===== config.mk =====
export PLATFORM = sky130hd
export DESIGN_NAME = mips_muldiv_unit
export DESIGN_NICKNAME = d
export VERILOG_FILES = /design/src/rtl/mips_muldiv_pkg.sv /design/src/rtl/mips_muldiv_unit_step.sv /design/src/rtl/mips_muldiv_unit.sv
export SDC_FILE = /design/constraint.sdc
export NUM_CORES = 1
export LEC_CHECK = 0
export ABC_CLOCK_PERIOD_IN_PS = 3700
export CORE_MARGIN = 1
export CORE_UTILIZATION = 55
export CTS_BUF_LIST = sky130_fd_sc_hd__clkbuf_4 sky130_fd_sc_hd__clkbuf_8
export CTS_CLUSTER_DIAMETER = 150
export DETAILED_ROUTE_END_ITERATION = 10
export PLACE_DENSITY = 0.77
export SLEW_MARGIN = 20
export SYNTH_ARGS = -nofsm -noshare
export SYNTH_HDL_FRONTEND = slang
export SYNTH_SLANG_ARGS = --single-unit

===== constraint.sdc =====
create_clock -name clk -period 3.7 [get_ports clk]
set_clock_uncertainty 0.05 [all_clocks]
set_input_delay 0.74 -clock clk [delete_from_list [all_inputs] [get_ports clk]]
set_output_delay 0.74 -clock clk [all_outputs]
set_load 0.1 [all_outputs]

===== src/rtl/mips_muldiv_pkg.sv =====
// Shared control encodings for the HI/LO multiply/divide unit.
package mips_muldiv_pkg;

  // HI/LO unit operation codes; 6 and 7 are reserved and do nothing.
  typedef enum logic [2:0] {
    OP_MULT  = 3'd0,
    OP_MULTU = 3'd1,
    OP_DIV   = 3'd2,
    OP_DIVU  = 3'd3,
    OP_MTHI  = 3'd4,
    OP_MTLO  = 3'd5,
    OP_RSV6  = 3'd6,
    OP_RSV7  = 3'd7
  } op_e;

  // Sequencer states of the iterative engine.
  typedef enum logic [1:0] {
    ST_IDLE = 2'd0,
    ST_RUN  = 2'd1,
    ST_FIX  = 2'd2
  } state_e;

  // True for the two's-complement variants that need sign handling.
  function automatic logic f_op_is_signed(input op_e op);
    f_op_is_signed = (op == OP_MULT) || (op == OP_DIV);
  endfunction

  // True for the two division variants.
  function automatic logic f_op_is_div(input op_e op);
    f_op_is_div = (op == OP_DIV) || (op == OP_DIVU);
  endfunction

endpackage


===== src/rtl/mips_muldiv_unit_step.sv =====
// One radix-2 iteration: shift-add for multiply, restoring subtract for divide.
// Multiply: {hi,lo} holds {partial product, remaining multiplier bits}.
// Divide:   {hi,lo} holds {partial remainder, dividend bits / quotient bits}.
module muldiv_step #(
  parameter int WIDTH = 32
) (
  input  logic             i_is_div,
  input  logic [WIDTH-1:0] i_hi,
  input  logic [WIDTH-1:0] i_lo,
  input  logic [WIDTH-1:0] i_operand,
  output logic [WIDTH-1:0] o_hi,
  output logic [WIDTH-1:0] o_lo
);

  logic [WIDTH:0]   w_sum;
  logic [WIDTH:0]   w_shift;
  logic [WIDTH-1:0] w_diff;
  logic             w_ge;

  // Compute the next accumulator value for the selected operation.
  always_comb begin
    w_sum   = {1'b0, i_hi} + {1'b0, i_operand};
    w_shift = {i_hi, i_lo[WIDTH-1]};
    w_ge    = (w_shift >= {1'b0, i_operand});
    // when w_ge holds the true difference is below the divisor, so it fits WIDTH bits
    w_diff  = w_shift[WIDTH-1:0] - i_operand;
    o_hi    = i_hi;
    o_lo    = i_lo;
    if (i_is_div) begin
      if (w_ge) begin
        o_hi = w_diff;
        o_lo = {i_lo[WIDTH-2:0], 1'b1};
      end else begin
        o_hi = w_shift[WIDTH-1:0];
        o_lo = {i_lo[WIDTH-2:0], 1'b0};
      end
    end else begin
      if (i_lo[0]) begin
        {o_hi, o_lo} = {w_sum, i_lo[WIDTH-1:1]};
      end else begin
        {o_hi, o_lo} = {1'b0, i_hi, i_lo[WIDTH-1:1]};
      end
    end
  end

endmodule


===== src/rtl/mips_muldiv_unit.sv =====
// Iterative MIPS HI/LO unit: MULT/MULTU/DIV/DIVU in WIDTH+2 cycles, MTHI/MTLO in one.
module mips_muldiv_unit
  import mips_muldiv_pkg::*;
#(
  parameter int WIDTH = 32
) (
  input  logic             clk,
  input  logic             reset,
  input  logic             start,
  input  logic [2:0]       op,
  input  logic [WIDTH-1:0] a,
  input  logic [WIDTH-1:0] b,
  input  logic             cancel,
  output logic             busy,
  output logic             done,
  output logic             div_by_zero,
  output logic [WIDTH-1:0] hi,
  output logic [WIDTH-1:0] lo
);

  localparam int CNT_W = $clog2(WIDTH + 1);

  state_e             r_state;
  op_e                r_op;
  logic [CNT_W-1:0]   r_cnt;
  logic [WIDTH-1:0]   r_opnd;
  logic [WIDTH-1:0]   r_acc_hi;
  logic [WIDTH-1:0]   r_acc_lo;
  logic               r_neg_res;
  logic               r_neg_rem;
  logic               r_busy;
  logic               r_done;
  logic               r_dbz;
  logic [WIDTH-1:0]   r_hi;
  logic [WIDTH-1:0]   r_lo;

  op_e                w_op;
  logic               w_sa;
  logic               w_sb;
  logic [WIDTH-1:0]   w_mag_a;
  logic [WIDTH-1:0]   w_mag_b;
  logic               w_is_div;
  logic               w_dbz;
  logic [2*WIDTH-1:0] w_prod;
  logic [2*WIDTH-1:0] w_prod_fix;
  logic [WIDTH-1:0]   w_quo_fix;
  logic [WIDTH-1:0]   w_rem_fix;
  logic [WIDTH-1:0]   w_step_hi;
  logic [WIDTH-1:0]   w_step_lo;

  // Two's-complement magnitude of v when neg is set.
  function automatic logic [WIDTH-1:0] f_mag(input logic [WIDTH-1:0] v, input logic neg);
    f_mag = neg ? (~v + WIDTH'(1)) : v;
  endfunction

  muldiv_step #(.WIDTH(WIDTH)) u_step (
    .i_is_div  (w_is_div),
    .i_hi      (r_acc_hi),
    .i_lo      (r_acc_lo),
    .i_operand (r_opnd),
    .o_hi      (w_step_hi),
    .o_lo      (w_step_lo)
  );

  // Operand conditioning for the start cycle and sign correction for the FIX cycle.
  always_comb begin
    w_op       = op_e'(op);
    w_sa       = f_op_is_signed(w_op) & a[WIDTH-1];
    w_sb       = f_op_is_signed(w_op) & b[WIDTH-1];
    w_mag_a    = f_mag(a, w_sa);
    w_mag_b    = f_mag(b, w_sb);
    w_is_div   = f_op_is_div(r_op);
    w_dbz      = w_is_div && (r_opnd == {WIDTH{1'b0}});
    w_prod     = {r_acc_hi, r_acc_lo};
    w_prod_fix = r_neg_res ? (~w_prod + (2*WIDTH)'(1)) : w_prod;
    w_rem_fix  = r_neg_rem ? (~r_acc_hi + WIDTH'(1)) : r_acc_hi;
    // divide-by-zero leaves remainder = |a|, which sign-corrects back to a
    if (w_dbz) begin
      w_quo_fix = {WIDTH{1'b1}};
    end else begin
      w_quo_fix = r_neg_res ? (~r_acc_lo + WIDTH'(1)) : r_acc_lo;
    end
  end

  // Sequencer, datapath registers and architectural HI/LO.
  always_ff @(posedge clk) begin
    if (reset) begin
      r_state   <= ST_IDLE;
      r_op      <= OP_MULT;
      r_cnt     <= {CNT_W{1'b0}};
      r_opnd    <= {WIDTH{1'b0}};
      r_acc_hi  <= {WIDTH{1'b0}};
      r_acc_lo  <= {WIDTH{1'b0}};
      r_neg_res <= 1'b0;
      r_neg_rem <= 1'b0;
      r_busy    <= 1'b0;
      r_done    <= 1'b0;
      r_dbz     <= 1'b0;
      r_hi      <= {WIDTH{1'b0}};
      r_lo      <= {WIDTH{1'b0}};
    end else begin
      r_done <= 1'b0;
      r_dbz  <= 1'b0;
      case (r_state)
        ST_IDLE: begin
          if (cancel) begin
            r_state <= ST_IDLE;
          end else if (start) begin
            case (w_op)
              OP_MULT, OP_MULTU: begin
                r_state   <= ST_RUN;
                r_busy    <= 1'b1;
                r_op      <= w_op;
                r_cnt     <= {CNT_W{1'b0}};
                r_opnd    <= w_mag_a;
                r_acc_hi  <= {WIDTH{1'b0}};
                r_acc_lo  <= w_mag_b;
                r_neg_res <= w_sa ^ w_sb;
                r_neg_rem <= w_sa;
              end
              OP_DIV, OP_DIVU: begin
                r_state   <= ST_RUN;
                r_busy    <= 1'b1;
                r_op      <= w_op;
                r_cnt     <= {CNT_W{1'b0}};
                r_opnd    <= w_mag_b;
                r_acc_hi  <= {WIDTH{1'b0}};
                r_acc_lo  <= w_mag_a;
                r_neg_res <= w_sa ^ w_sb;
                r_neg_rem <= w_sa;
              end
              OP_MTHI: r_hi <= a;
              OP_MTLO: r_lo <= a;
              default: r_state <= ST_IDLE;
            endcase
          end else begin
            r_state <= ST_IDLE;
          end
        end
        ST_RUN: begin
          if (cancel) begin
            r_state <= ST_IDLE;
            r_busy  <= 1'b0;
          end else begin
            r_acc_hi <= w_step_hi;
            r_acc_lo <= w_step_lo;
            r_cnt    <= r_cnt + CNT_W'(1);
            if (r_cnt == CNT_W'(WIDTH - 1)) begin
              r_state <= ST_FIX;
            end else begin
              r_state <= ST_RUN;
            end
          end
        end
        ST_FIX: begin
          r_state <= ST_IDLE;
          r_busy  <= 1'b0;
          if (!cancel) begin
            r_done <= 1'b1;
            r_dbz  <= w_dbz;
            if (w_is_div) begin
              r_hi <= w_rem_fix;
              r_lo <= w_quo_fix;
            end else begin
              r_hi <= w_prod_fix[2*WIDTH-1:WIDTH];
              r_lo <= w_prod_fix[WIDTH-1:0];
            end
          end
        end
        default: begin
          r_state <= ST_IDLE;
          r_busy  <= 1'b0;
        end
      endcase
    end
  end

  assign busy        = r_busy;
  assign done        = r_done;
  assign div_by_zero = r_dbz;
  assign hi          = r_hi;
  assign lo          = r_lo;

endmodule


* After elaboration in Yosys (flattened, before gate mapping)
Index checks and enable logic that the tools add are counted.
** Word-level totals
- Register bits after elaboration :: 176
- Bits in latches :: 0
- RAM bits :: 0
- Memory bits (read-only) :: 0
- Input port bits :: 71
- Logic and storage cells :: 126
- Memories :: 0
** Cells by class
- Add/sub/neg operators :: 8
- Multiply operators :: 0
- Divide/modulo/power cells :: 0
- $lt $le $gt $ge :: 1
- Equality and inequality tests :: 20
- Shifts and indexed selects :: 0
- Multiplexer cells :: 52
- Bitwise gates (word level) :: 10
- Reductions and logical operators :: 22
** Operators by type and width (number)
- $mux 32 :: 27
- $pmux 32 s2 :: 6
- $add 32x1->32 const B :: 4
- $not 32->32 :: 4
- $add 64x1->64 const B :: 1
- $mux 64 :: 1
- $not 64->64 :: 1
- $add 32x32->33 :: 1
- $ge 33x32->1 :: 1
- $logic_not 32->1 :: 1
- $sub 32x32->32 :: 1
- $mux 6 :: 4
- $reduce_and 5->1 :: 4
- $eq 3x2->1 const B :: 4
- $ne 2x2->1 const B :: 6
- $pmux 6 s2 :: 1
- $reduce_and 4->1 :: 3
- $mux 2 :: 4
- $pmux 2 s2 :: 2
- $reduce_or 2->1 :: 4
- $add 6x1->6 const B :: 1
- $eq 3x3->1 const B :: 2
- $eq 6x5->1 const B :: 1
- $mux 1 :: 6
- 17 further kinds :: 23

* Longest topological paths before layout
Gate-level depths: netlist (run 1).
- Word-level depth :: 8
- Mapped depth :: 16

* By module
From an unflattened synthesis (run 1), not the netlist that was laid out.
** Unflattened totals
- Cells, all modules :: 2223
- Area, all modules :: 15967.8 µm²
** By module, submodules not included
- mips_muldiv_unit :: times used 1, cells an instance 1471, area an instance 10864.2 µm²
- muldiv_step :: times used 1, cells an instance 752, area an instance 5103.6 µm²

* Worst setup path after synthesis (run 1)
No wires, ideal clock.
- Path type :: reg2reg
- Start :: register r_acc_lo[31]
- End :: register r_acc_hi[28]
- Library setup time :: 0.117 ns
- Arrival time :: 3.081 ns
- Data required time :: 3.533 ns
- Path slack :: 0.452 ns
- Stages on the path, launching flop included :: 15
- Buffers on the path :: 0
- Clock period less this slack :: 3.248 ns
- Cells stage by stage :: dfxtp_1 > inv_1 > ha_1 > inv_1 > fa_1 > a21o_1 > a221oi_1 > o21ai_0 > a31oi_1 > o21ai_1 > a311o_1 > xor2_1 > mux2i_1 > a21oi_1 > a22o_1
** On the way
- Cells in the longest elaborated chain, start to end :: 5
- Elaborated cells between the ends (all ways) :: 6
** RTL lines
- start, declared :: RTL line mips_muldiv_unit.sv:28 : logic [WIDTH-1:0] r_acc_lo;
- start signal, assigned :: RTL line mips_muldiv_unit.sv:93 : r_acc_lo <= {WIDTH{1'b0}};
- start signal, assigned :: RTL line mips_muldiv_unit.sv:117 : r_acc_lo <= w_mag_b;
- start signal, assigned :: RTL line mips_muldiv_unit.sv:128 : r_acc_lo <= w_mag_a;
- $sub 32x32->32 / $ge 33x32->1 (equally long branches) :: RTL line mips_muldiv_unit_step.sv:26, mips_muldiv_unit_step.sv:24
- $mux 32 (*) :: RTL line mips_muldiv_unit_step.sv:30 : if (w_ge) begin
- $mux 32 (*) :: RTL line mips_muldiv_unit_step.sv:29 : if (i_is_div) begin
- $mux 32 (*) :: RTL line mips_muldiv_unit.sv:141 : if (cancel) begin
- $pmux 32 s2 (*) :: RTL line mips_muldiv_unit.sv:104 : case (r_state)
- end signal, assigned :: RTL line mips_muldiv_unit.sv:116 : r_acc_hi <= {WIDTH{1'b0}};
- end signal, assigned :: RTL line mips_muldiv_unit.sv:127 : r_acc_hi <= {WIDTH{1'b0}};
- end signal, assigned :: RTL line mips_muldiv_unit.sv:145 : r_acc_hi <= w_step_hi;
- end, declared :: RTL line mips_muldiv_unit.sv:27 : logic [WIDTH-1:0] r_acc_hi;
Mark *: on every way between the ends. The rest lies on a longest branch, timed or not. The select of a mux whose other input is x is not followed.
A chain may end at the register's enable or synchronous reset.

* Worst setup path after layout (run 1)
- Start :: register r_opnd[0]
- End :: register r_acc_hi[28]
** On the way
- Cells in the longest elaborated chain, start to end :: 5
- Elaborated cells between the ends (all ways) :: 8
** RTL lines
- start, declared :: RTL line mips_muldiv_unit.sv:26 : logic [WIDTH-1:0] r_opnd;
- start signal, assigned :: RTL line mips_muldiv_unit.sv:91 : r_opnd <= {WIDTH{1'b0}};
- start signal, assigned :: RTL line mips_muldiv_unit.sv:115 : r_opnd <= w_mag_a;
- start signal, assigned :: RTL line mips_muldiv_unit.sv:126 : r_opnd <= w_mag_b;
- $add 32x32->33, or another cell as far along :: RTL line mips_muldiv_unit_step.sv:22 : w_sum = {1'b0, i_hi} + {1'b0, i_operand};
- $mux 32, on equally long branches :: RTL line mips_muldiv_unit_step.sv:38, mips_muldiv_unit_step.sv:30
- $mux 32 (*) :: RTL line mips_muldiv_unit_step.sv:29
- $mux 32 (*) :: RTL line mips_muldiv_unit.sv:141
- $pmux 32 s2 (*) :: RTL line mips_muldiv_unit.sv:104
Marked as above.

==> results of run 1 <==
-- sequential cells by signal, summed over array words and instances (netlist names) --
name         cells
r_neg_res        1
r_acc_hi        32
div_by_zero      1
r_cnt            6
hi              32
lo              32
r_neg_rem        1
done             1
busy             1
r_opnd          32
r_op             2
r_acc_lo        32
r_state          2
-- critical path, delay by kind of cell (launching register included) --
family / cells / cell delay, ns
AO/OA/AOI/OAI: 8 / 1.82
adder cells (fa/ha/maj): 2 / 0.64
flip-flops: 1 / 0.46
buffers and inverters: 2 / 0.26
XOR/XNOR: 1 / 0.16
multiplexers: 1 / 0.14
-- cells in the final DEF, fill, tap and decap left out, types with 22 or more instances in the layout --
master and n:
nor3_1 64, a311oi_1 31, a21o_1 37, a211oi_1 30, a21oi_1 231, dfxtp_1 174
inv_1 52, nand3_1 47, xor2_1 80, xnor2_1 90, o31ai_1 28, o211ai_1 24
ha_1 69, nand2_1 316, mux2i_1 47, nor2_1 179, clkdlybuf4s50_1 136, o21ai_0 115
or3_1 22, nor4_1 22, buf_4 197
-- where the power goes --
part	switching [uW]	total (uW)	internal (uW)
clock	861	1400	542
combinational	1090	1770	678
sequential	63.3	2000	1930
total	2010	5170	3150
-- metrics by stage --
step / setup slack [ns] / total power, uW
2_1_floorplan: 0.4518 / 3092
3_3_place_gp: -0.08868 / 3707
3_5_place_dp: -0.1358 / 3725
4_1_cts: 0.06878 / 5098
5_1_grt: 0.001143 / 5334
6_report: 0.06741 / 5166
-- how the worst max path moves through the flow --
stage,start,endpoint,slack (ns)
after floorplan,r_acc_lo[31],r_acc_hi[28],0.45
after global routing,r_opnd[0],r_acc_hi[28],0.001
after detailed placement,b[16],r_opnd[31],-0.14
after CTS,r_acc_lo[15],hi[26],0.07
final,r_opnd[0],r_acc_hi[28],0.07
after global placement,b[16],r_opnd[31],-0.09
-- kinds of logic (layout without fill, tap and decap cells) --
logic type,count (synthesis),after routing,share of synthesized area [%]
and+or+nand+nor,777,777,23.91
xor gates and xnor gates,171,171,10.06
DFF,175,175,23.41
adders and majority gates,71,71,6.035
AOI/OAI and AO/OA,655,655,28.01
muxes,48,48,3.218
buffers and inverters,210,418,5.367
-- per-layer routing --
metal / global-route usage (%) / wire (um) / vias to the layer above
met5: 0 / 0 / -
met4: 30.52 / 5090 / 0
met3: 10.58 / 6897 / 301
met2: 70.13 / 27710 / 1207
met1: 56.41 / 24440 / 8260
li1: - / - / 7989
-- area by class of cell --
cell class	count	area, um2	area share, %
Sequential cell	175	3505	19.36
Multi-Input combinational cell	1722	10730	59.26
Clock buffer	20	269.0	1.486
Clock inverter	12	121.4	0.6703
Timing Repair Buffer	334	2860	15.80
Tap cell	341	426.7	2.356
Inverter	52	195.2	1.078
==> results.yml, run 1 <==
timing:
  relSlewSlack_pct: 30.83
  setup_viol: 0
  fin_setup_tns_ns: 0
  drv_slew: 0
  finalHoldViolations: 0
  fmax_ghz: 0.2753
  worst_pin_slew_ns: 1.034
  hold_ws_ns: 0.4137
  rsz0062_at_grt: "no"
  layout_min_cycle_time_ns: 3.633
  post-route-period-util_pct: 98.18
job:
  drv_cap: 0
cts:
  cts.sinks: 175
  cts_max_path_buffers: 2
  post_cts_buffers: 0
  insertion_delay_ns: 0.50
  cts_tree: "built"
  post_cts_resize_count: 0
  clk_pin_slew_worst_paths_ns: 0.11
  htreeDepth: 4
  root_buffer: "clkbuf_8"
  cts_inserted_buffers: 17
  cts_hold_repair.buffers: 0
setup_path:
  reg2regPathDepth: 14
  cp_data_arrival_time_ns: 3.97
  worst-endpoint-required_ns: 4.04
  path_cells: "ha_1 > inv_1 > fa_1 > a21o_1 > a221oi_1 > buf_4 > o21ai_0 > a31oi_2 > o21ai_1 > a311o_1 > xor2_1 > mux2i_1 > a21oi_1 > a22o_1"
  crit_type: "reg2reg"
  end_kind: "register"
  critPathSlowestCell: "dfxtp_1"
  cp-start-kind: "register"
  worst-path-max-fanout: 3
  ff2ff_setup_slack_ns: 0.07
  cpPeakStageDelay_ns: 0.46
  worstReg2RegEnd: "r_acc_hi[28]"
  r2r-start: "r_opnd[0]"
worst_hold_path:
  min_to: "lo[28]"
  hp-start: "lo[28]"
  min_path_type: "reg2reg"
  holdPathStages: 2
floorplanning:
  pin_count: 138
  fp.dieH_um: 167.0
  die_x_um: 167.0
  start_util_pct: 55.85
  core_um2: 26800
  die_area_um2: 27880
  rows: 60
placed_design:
  dp_cells: 2624
  gp_congestion: 1.066
  io_buffers: 137
  post-dp-hpwl_um: 49640
  dpl_cell_area_um2: 17690
pwr:
  leakagePower_uw: 0.007312
  vdd_ir_drop_max_v: 0.0002459
  power_density_nw_per_um2: 285.3
grt:
  antenna_found_initial: 0
  first_global_vias: 16480
  grt_pass1_wl_um: 97030
  gr-total-overflow: 0
  gr-usage-all-layers_pct: 45.46
  grt_max_degree: 59
yosys:
  ys_warn_count: 0
  syn_nets: 2249
  synth_top_area_share_pct: 23.41
  yosys-top-cells-count: "316 x nand2_1, 231 x a21oi_1, 181 x nor2_1"
  ys_top_cells_by_area: "dfxtp_1 23%, nand2_1 7.9%, a21oi_1 7.7%"
  ys_seq_area_share_pct: 23.41
  synth_cell_types: 74
  synth_cells: 2107
  synth-seq-cells: 175
  synth_most_common_cell: "nand2_1"
  synth-main-ff-cell: "dfxtp_1"
  yosysTopAreaCell: "dfxtp_1"
  synth_edf_count: 0
  async_flop_share_pct: 0
  synth.avg_cell_area_um2: 7.104
  synth_area_um2: 14970
drt:
  via_per_inst: 6.686
  drc: 0
  drtIter0Drc: 2285
  vias: 17760
  wl_um: 64130
  firstDrtPassIters: 6
  wire_per_inst_um: 24.15
  final_antenna_net_count: 0
cells_and_area:
  drive_gt1_share_pct: 11.75
  fin_util_pct: 67.56
  area_growth_pct: 20.96
  final_area_um2: 18110
  fillCellCount: 2347
  nets: 2444
  diodes: 0
  final-instance-count-excl-fill: 2656
status:
  run_status: "finished clean"
Power figures use the tool's default switching activity.
==> run 2: changes to the inputs <==
--- a/config.mk
+++ b/config.mk
@@ -11,8 +11,9 @@
 export CTS_BUF_LIST = sky130_fd_sc_hd__clkbuf_4 sky130_fd_sc_hd__clkbuf_8
 export CTS_CLUSTER_DIAMETER = 150
 export DETAILED_ROUTE_END_ITERATION = 10
-export PLACE_DENSITY = 0.77
+export PLACE_DENSITY = 0.76
 export SLEW_MARGIN = 20
 export SYNTH_ARGS = -nofsm -noshare
 export SYNTH_HDL_FRONTEND = slang
+export SYNTH_HIERARCHICAL = 1
 export SYNTH_SLANG_ARGS = --single-unit
==> run 2 against run 1 <==
Against the previous run: sequential share of layout area down 0.87 points; first-iteration DRC count up 33%; combinational power up 5%; routed wire length grew 6.4%; maximum frequency up 2.4%; clock power up 4%; final cell count increased by 5.1%; critical endpoint is now r_acc_hi[30]; largest cell class unchanged.
==> results.yml, run 2 <==
timing:
  finalHoldViolations: 0
  fin_setup_tns_ns: 0
  layout_min_cycle_time_ns: 3.548
  setup_viol: 0
  rsz0062_at_grt: "no"
  relSlewSlack_pct: 29.19
  worst_slack_ns: 0.1521
  worst_pin_slew_ns: 1.059
  drv_slew: 0
  fmax_ghz: 0.2819
  post-route-period-util_pct: 95.89
placed_design:
  post-dp-hpwl_um: 52260
  gp_congestion: 1.043
  place_worst_setup_slack_ns: 0.1135
  io_buffers: 137
drt:
  firstDrtPassIters: 9
  drtIter0Drc: 3040
  wl_um: 68250
  wire_per_inst_um: 24.45
  via_per_inst: 6.925
  drc: 0
  final_antenna_net_count: 0
  vias: 19330
cts:
  root_buffer: "clkbuf_8"
  cts_max_path_buffers: 2
  htreeDepth: 4
  cts_hold_repair.buffers: 0
  cts_tree: "built"
  insertion_delay_ns: 0.52
  clk_pin_slew_worst_paths_ns: 0.10
  cts.sinks: 175
  cts_inserted_buffers: 17
  post_cts_buffers: 0
grt:
  grt_max_degree: 90
  gr-usage-all-layers_pct: 45.30
  gr-total-overflow: 0
  first_global_vias: 16720
  antenna_found_initial: 1
  grt_pass1_wl_um: 100700
setup_path:
  crit_type: "reg2reg"
  cp_data_arrival_time_ns: 3.94
  ff2ff_setup_slack_ns: 0.15
  cp-start-kind: "register"
  worst-path-max-fanout: 7
  reg2regPathDepth: 12
  r2r-start: "r_acc_hi[24]"
  worstReg2RegEnd: "r_acc_hi[30]"
  end_kind: "register"
  worst-endpoint-required_ns: 4.09
yosys:
  synth.avg_cell_area_um2: 7.183
  synth_edf_count: 0
  synth_top_area_share_pct: 21.94
  synth_most_common_cell: "nand2_1"
  synth-main-ff-cell: "dfxtp_1"
  synth_area_um2: 15970
  ys_seq_area_share_pct: 21.94
  yosysTopAreaCell: "dfxtp_1"
  ys_warn_count: 6
  synth_cell_types: 95
  async_flop_share_pct: 0
  syn_nets: 2365
  synth-seq-cells: 175
  yosys-top-cells-count: "258 x nand2_1, 238 x a21oi_1, 207 x nor2_1"
  ys_top_cells_by_area: "dfxtp_1 22%, a21oi_1 7.5%, nand2_1 6.1%"
  synth_cells: 2223
floorplanning:
  core_um2: 28630
  die_area_um2: 29720
  pin_count: 138
  die_x_um: 172.4
  rows: 62
  start_util_pct: 55.78
  fp.dieH_um: 172.4
cells_and_area:
  mostFrequentLayoutCells: "258 x nand2_1, 237 x a21oi_1, 207 x nor2_1"
  fillCellCount: 2547
  nets: 2536
  drive_gt1_share_pct: 11.92
  layout_commonest_cell: "nand2_1"
  diodes: 0
  fin_util_pct: 66.26
  area_growth_pct: 18.79
worst_hold_path:
  min_to: "lo[14]"
  min_path_type: "reg2reg"
  hp-start: "lo[14]"
  holdPathStages: 2
status:
  run_status: "finished clean"
pwr:
  power_density_nw_per_um2: 282.0
  leakagePower_uw: 0.007462
  vdd_ir_drop_max_v: 0.0002678
job:
  drv_cap: 0
run 2: layout make-up:
| type | count | area, um2 | share of cell area [%] |
|---|---|---|---|
| Clock buffer | 19 | 249.0 | 1.313 |
| Clock inverter | 13 | 152.6 | 0.8047 |
| Inverter | 74 | 277.8 | 1.464 |
| Sequential cell | 175 | 3506 | 18.48 |
| Multi-Input combinational cell | 1832 | 11690 | 61.64 |
| Tap cell | 384 | 480.5 | 2.533 |
| Timing Repair Buffer | 294 | 2610 | 13.76 |
run 2: layer usage:
metal	GRT usage, %	wire length, um
met1	63.73	27840
met2	64.36	27890
met5	2.609	119
met3	10.94	9113
met4	20.24	3286
run 2: worst max path at each step:
| stage | endpoint | cells after the start | from | slack [ns] |
|---|---|---|---|---|
| 6_report | r_acc_hi[30] | 12 | r_acc_hi[24] | 0.15 |
| 5_1_grt | r_acc_hi[27] | 15 | r_opnd[26] | 0.01 |
| 4_1_cts | r_acc_hi[29] | 13 | r_acc_hi[0] | 0.21 |
| 3_5_place_dp | r_opnd[27] | 9 | b[8] | 0.11 |
| 3_3_place_gp | r_acc_lo[24] | 10 | b[1] | 0.14 |
| 2_1_floorplan | r_acc_hi[28] | 15 | r_acc_lo[31] | 0.62 |
run 2: where the power goes:
part	switching [uW]	internal, uW
registers	88.4	1940
logic	1180	685
clock network	830	629
run 2: metrics by stage:
step | area (um2) | hold slack [ns] | total power, uW | cells
floorplan | 15970 | 0.3704 | 3167 | 2223
global placement | 18510 | 0.3803 | 3818 | 2759
detailed placement | 18510 | 0.3865 | 3840 | 2759
CTS | 18920 | 0.3999 | 5256 | 2791
global route | 18970 | 0.4240 | 5510 | 2791
finish | 18970 | 0.3985 | 5349 | 2791
run 2: worst max-delay path, stage by stage, from the launching register on:
cell,delay [ns]
dfxtp_1,0.60
ha_1,0.40
a21o_1,0.22
a21o_1,0.17
a21oi_1,0.24
o211ai_1,0.20
or3b_1,0.51
a41oi_1,0.30
xnor2_1,0.19
mux2i_1,0.12
o22ai_1,0.21
nand3_1,0.10
a21oi_1,0.15
run 2: cell families after synthesis:
logic type | synth area share [%]
xor gates and xnor gates | 8.941
DFF | 21.94
adders and majority gates | 5.657
and+or+nand+nor | 24.79
AOI/OAI and AO/OA | 29.80
buffers and inverters | 5.383
muxes | 3.487
run 2: what timing repair did:
item,in CTS,in global routing
endpoints found under the hold margin,0,0
endpoints found under the setup margin,0,6
gates resized for setup,0,7
